`src/rtl/fifo_ctrl_ext.sv`:
```
// fifo_ctrl_ext: pointer and status controller for a FIFO that sits in an
// external register-file memory. It is used for the UART TX and RX buffers.
// The controller tracks occupancy and raises almost-full and almost-empty
// flags against thresholds that can be changed at runtime. It also keeps
// sticky overflow and underflow flags and supports a synchronous flush.
//
// Ports:
//   clk          rising-edge clock
//   reset        asynchronous, active-high reset
//   flush        synchronous flush; empties the FIFO on the next edge
//   wr, rd       write / read requests
//   clr_err      clears the sticky error flags
//   af_th        almost-full threshold  (almost_full  = count >= af_th)
//   ae_th        almost-empty threshold (almost_empty = count <= ae_th)
//   wr_en        memory write strobe for an accepted write (combinational)
//   w_addr       memory write address (write pointer)
//   r_addr       memory read address (read pointer)
//   full, empty  registered occupancy flags
//   almost_full  registered threshold flag
//   almost_empty registered threshold flag
//   count        registered occupancy, 0..DEPTH
//   overflow     sticky: a write was rejected because the FIFO was full
//   underflow    sticky: a read was rejected because the FIFO was empty
module fifo_ctrl_ext #(
  parameter int ADDR_WIDTH = 4
) (
  input  logic                  clk,
  input  logic                  reset,
  input  logic                  flush,
  input  logic                  wr,
  input  logic                  rd,
  input  logic                  clr_err,
  input  logic [ADDR_WIDTH:0]   af_th,
  input  logic [ADDR_WIDTH:0]   ae_th,
  output logic                  wr_en,
  output logic [ADDR_WIDTH-1:0] w_addr,
  output logic [ADDR_WIDTH-1:0] r_addr,
  output logic                  full,
  output logic                  empty,
  output logic                  almost_full,
  output logic                  almost_empty,
  output logic [ADDR_WIDTH:0]   count,
  output logic                  overflow,
  output logic                  underflow
);

  localparam int DEPTH = 2 ** ADDR_WIDTH;
  localparam logic [ADDR_WIDTH:0] DEPTH_C = (ADDR_WIDTH + 1)'(DEPTH);

  logic [ADDR_WIDTH-1:0] wr_ptr, rd_ptr;
  logic [ADDR_WIDTH-1:0] wr_ptr_next, rd_ptr_next;
  logic [ADDR_WIDTH:0]   count_next;
  logic                  rd_acc, wr_acc, ovf_evt, unf_evt;

  // A write while full is accepted only when a read frees a slot in the same
  // cycle. A write while empty is always accepted, even when a read is also
  // requested; that read is rejected because there is nothing to read yet.
  always_comb begin
    rd_acc  = rd & ~empty & ~flush;
    wr_acc  = wr & ~flush & (~full | rd);
    ovf_evt = wr & full & ~rd & ~flush;
    unf_evt = rd & empty & ~flush;

    wr_ptr_next = wr_ptr;
    rd_ptr_next = rd_ptr;
    count_next  = count;
    if (flush) begin
      wr_ptr_next = '0;
      rd_ptr_next = '0;
      count_next  = '0;
    end else begin
      // Pointers wrap naturally modulo DEPTH.
      if (wr_acc) wr_ptr_next = wr_ptr + 1'b1;
      if (rd_acc) rd_ptr_next = rd_ptr + 1'b1;
      count_next = count + {{ADDR_WIDTH{1'b0}}, wr_acc}
                         - {{ADDR_WIDTH{1'b0}}, rd_acc};
    end
  end

  assign wr_en  = wr_acc;
  assign w_addr = wr_ptr;
  assign r_addr = rd_ptr;

  // The flags are computed from the next-state count, so they change on the
  // same edge as the pointers. The thresholds are sampled on every edge, so a
  // threshold change takes effect even when there is no traffic.
  always_ff @(posedge clk or posedge reset) begin
    if (reset) begin
      wr_ptr       <= '0;
      rd_ptr       <= '0;
      count        <= '0;
      empty        <= 1'b1;
      full         <= 1'b0;
      almost_empty <= 1'b1;
      almost_full  <= 1'b0;
      overflow     <= 1'b0;
      underflow    <= 1'b0;
    end else begin
      wr_ptr       <= wr_ptr_next;
      rd_ptr       <= rd_ptr_next;
      count        <= count_next;
      empty        <= (count_next == '0);
      full         <= (count_next == DEPTH_C);
      almost_full  <= (count_next >= af_th);
      almost_empty <= (count_next <= ae_th);
      // An error event in the same cycle as clr_err wins; the flag stays set.
      if (ovf_evt)      overflow <= 1'b1;
      else if (clr_err) overflow <= 1'b0;
      if (unf_evt)      underflow <= 1'b1;
      else if (clr_err) underflow <= 1'b0;
    end
  end

endmodule

```
`config.mk`:
```
export PLATFORM = sky130hd
export DESIGN_NAME = fifo_ctrl_ext
export DESIGN_NICKNAME = d
export VERILOG_FILES = /design/src/rtl/fifo_ctrl_ext.sv
export SDC_FILE = /design/constraint.sdc
export NUM_CORES = 1
export LEC_CHECK = 0
export BUFFER_PORTS_ARGS = -buffer_cell sky130_fd_sc_hd__buf_4
export CAP_MARGIN = 40
export CORE_MARGIN = 10
export CORE_UTILIZATION = 45
export CTS_BUF_LIST = sky130_fd_sc_hd__clkbuf_16
export DETAILED_ROUTE_END_ITERATION = 6
export GPL_TIMING_DRIVEN = 0
export HOLD_SLACK_MARGIN = 0.15
export PLACE_DENSITY = 0.74
export SYNTH_ARGS = -nofsm -noshare
export SYNTH_HDL_FRONTEND = slang
export SYNTH_SLANG_ARGS = --single-unit
```
`constraint.sdc`:
```
create_clock -name clk -period 3.2 [get_ports clk]
set_clock_uncertainty 0.05 [all_clocks]
set_input_delay 0.16 -clock clk [delete_from_list [all_inputs] [get_ports clk]]
set_output_delay 0.16 -clock clk [all_outputs]
set_load 0.005 [all_outputs]
```
==> results.md <==
* CTS tree: yes
* Core footprint at ~2500 um^2
* Slew headroom at between 40% and 50%
* Mux share of post-synthesis cell area at 1.708%
* Post-synthesis sequential area ratio at about two fifths
* Dpl cell area at between 1000 and 1500 um^2
* Largest net degree at the start of global routing at 20
* Final Non-Filler Cells at around 190
* Clk sink count at 19
* Design area at 1622 um^2
* Total gr overflow at 0
* # port buffers at 34
* Static leakage at 0.0008739 uW
* Chip Height at 71.04 um
* Vias at 948
* Worst Path Max Fanout at 3
* Synthesized Nets at ~150
* Syn Inst Count at ~120
* Total CTS buffers at 3
* Critical Path Source Type: flip-flop
* Hold Crit Start: flush
* Synth warn at 0
* Final HPWL DP at 2.123 mm
* DR vias/cell at between 4 and 5
* Sw power at approximately 460 uW
* Critical Path AT at roughly 3.2 ns
* DRT iter0 DRCs at 35
* Post-Synth Adder-Cell Area at 19.85%
* Die X at about 71 um
* Worst Setup Path Type: flip-flop to flip-flop
* Worst EP required at 3.34 ns
* XOR/XNOR share of the synthesized area at under 10%
* # fillers at just over 200
* # DRC at 0
* Gate power share at approximately 53%
* Final worst path period need at a little over 3 ns
* Total Power at between 1000 and 1500 uW
* Reg2Reg Launch Point: empty
* Share of power burned in registers at ~27%
* Clock Root Buffer: clkbuf_16
* Synth Register Bits at 19
* Vias in the first global route at slightly above 1000
* Max Transition Viols Final at 0
* Period utilization at 96.21%
* Post-Synth Simple-Gate Area at between 10% and 20%
* Status: finished, final reports clean
* Worst Tran Pin Value at 0.7566 ns
* Dominant synthesized flop cell: dfrtp_1
* Clock edge transition at the registers on the reported setup and hold paths at around 0.060 ns
* Critical path capture point type: flip-flop
* Later-pin clock latency in the skew report at roughly 0.25 ns
* Dominant cell type by area after synthesis: dfrtp_1
* Pre-CTS setup slack at -0.06001 ns
* Max clock buf depth at 2
* Endpoints failing hold at 0
* Syn_area_per_cell at around 9.9 um^2
* Hold Path Class: input pin to flip-flop
* Library cells used by synthesis at 29
* Row count at 18
* Max Clock Freq at 0.3248 GHz
* Initial antenna violation count at 0
* Setup TNS at 0 ns
* Total track usage at 10.76%
* Async SR Flop Fraction at 100.0%
* Post-synthesis cell area at 1172 um^2
* Dpl cells at 182
* Crit. Startpoint: empty
* Fraction of layout cells with a size suffix above 1 at 32.30%
* Switching power share of the total at 35.72%
* Clock power share at approximately a fifth
* Initial Util at between 40% and 50%
* Compound-cell area share of the yosys netlist at 8.645%
* H-tree levels at 1
* DRT antenna net count at 0
* Commonest non-fill, non-tap cell in the layout: buf_4
* P_int at just over 800 uW
* Commonest cells after routing, fill and taps aside: buf_4 (35), inv_1 (18), dfrtp_1 (17)
* Final setup fails at 0
* First-pass DRT Iterations at 4
* Top post-synthesis cells by area: dfrtp_1 (36%), ha_1 (18%), inv_1 (6.1%), dfstp_2 (4.5%), xor2_1 (4.5%)
* Max-cap violations at 0
* Final estimated routing congestion in global placement at 0.7928
* # nets final at around 200
* # diodes at 0
* Area Growth Syn to Fin at 38.31%
* Largest family of logic cells by synthesized area: adder cells
* Power per cell area at ~790 nW/um^2
* Peak VDD IR at between 0.5 and 0.6 mV
* Routed wire length at around 2.7 mm
* Die footprint at ~5000 um^2
* Number of synthesized flops with an enable pin at 0
* First-pass GRT wire length at 4.574 mm
* PnR worst setup slack at around 0.12 ns
* Routed length per instance at roughly 14 um
* Num ports at 36
* RSZ-0062 raised after global routing: no
* Share of Yosys cell area claimed by the top area cell type at between 30% and 40%
power groups by stage:
stage               Sequential (uW)  Combinational (uW)  Clock [uW]
floorplan                       354                 400           0
global placement                352                 572           0
detailed placement              353                 599           0
CTS                             349                 639         260
global route                    356                 757         270
finish                          348                 681         256
metrics by stage:
| stage | hold slack, ns | util, % |
|---|---|---|
| floorplan | 0.05965 | - |
| global placement | 0.2640 | 59.14 |
| detailed placement | 0.2868 | 59.14 |
| CTS | 0.1711 | 64.65 |
| global route | 0.1953 | 65.45 |
| finish | 0.1666 | 65.45 |
final cells by class:
type	count	area [um^2]	area share (%)
Buffer	2	8.758	0.5401
Clock buffer	3	75.07	4.630
Clock inverter	1	5.005	0.3086
Inverter	19	71.32	4.398
Multi-Input combinational cell	78	643.1	39.66
Sequential cell	19	478.0	29.48
Tap cell	30	37.54	2.315
Timing Repair Buffer	39	302.8	18.67
sequential cells by signal (all words and copies together), names as in the netlist:
register	count
w_addr	4
underflow	1
r_addr	4
count	5
overflow	1
almost_full	1
full	1
almost_empty	1
empty	1
timing repair:
action / 4_1_cts / 5_1_grt
pin swaps: 0 / 9
setup buffers: 0 / 2
endpoints found under the setup margin: 2 / 2
resized for setup: 5 / 4
hold endpoints to repair: 20 / 0
gates cloned: 0 / 0
hold buffers: 4 / 0
logic make-up (layout without fill, tap and decap cells):
group                      Yosys count  in the layout
AOI/OAI and AO/OA                   15             15
adders and majority gates           18             18
muxes                                2              2
and+or+nand+nor                     33             33
buffers and inverters               21             64
DFF                                 19             19
xor gates and xnor gates            10             10
layer usage:
metal  GRT usage, %  part of all wire [%]  up-vias
met5              0                     0        -
met4          2.581                   1.0        0
met3          4.184                   7.5        5
met2          18.50                    46       32
met1          12.20                    46      439
li1               -                     -      472
worst max-delay path, cell delays in order, from the launching register on:
cell and delay [ns]:
dfstp_2 0.54, and2b_2 0.22, nor2b_1 0.13, ha_1 0.29, inv_2 0.05, ha_4 0.16
fa_2 0.36, a21o_1 0.18, a21oi_2 0.17, xnor2_2 0.17, nor2_2 0.10, ha_1 0.33
mux2i_1 0.12, a21o_1 0.15
final timing paths:
check	depth (start not counted)	end	slack [ns]
min in group asynchronous	3	w_addr[0]	0.57
max in group asynchronous	3	r_addr[3]	2.05
worst max-delay path	13	almost_empty	0.12
worst max register to register	13	almost_empty	0.12
worst min register to register	2	underflow	0.50
worst min-delay path	2	w_addr[1]	0.17
cell usage after synthesis (2+ instances only):
cell      count
a21o_1        4
a21oi_1       4
dfrtp_1      17
dfstp_2       2
ha_1         17
inv_1        19
mux2i_1       2
nand2_1       6
nand2b_1      3
nand3_1       3
nand4_1       2
nor2_1       13
nor2b_1       3
xnor2_1       3
xor2_1        6
Note: power is estimated with default switching activity, not from simulation.
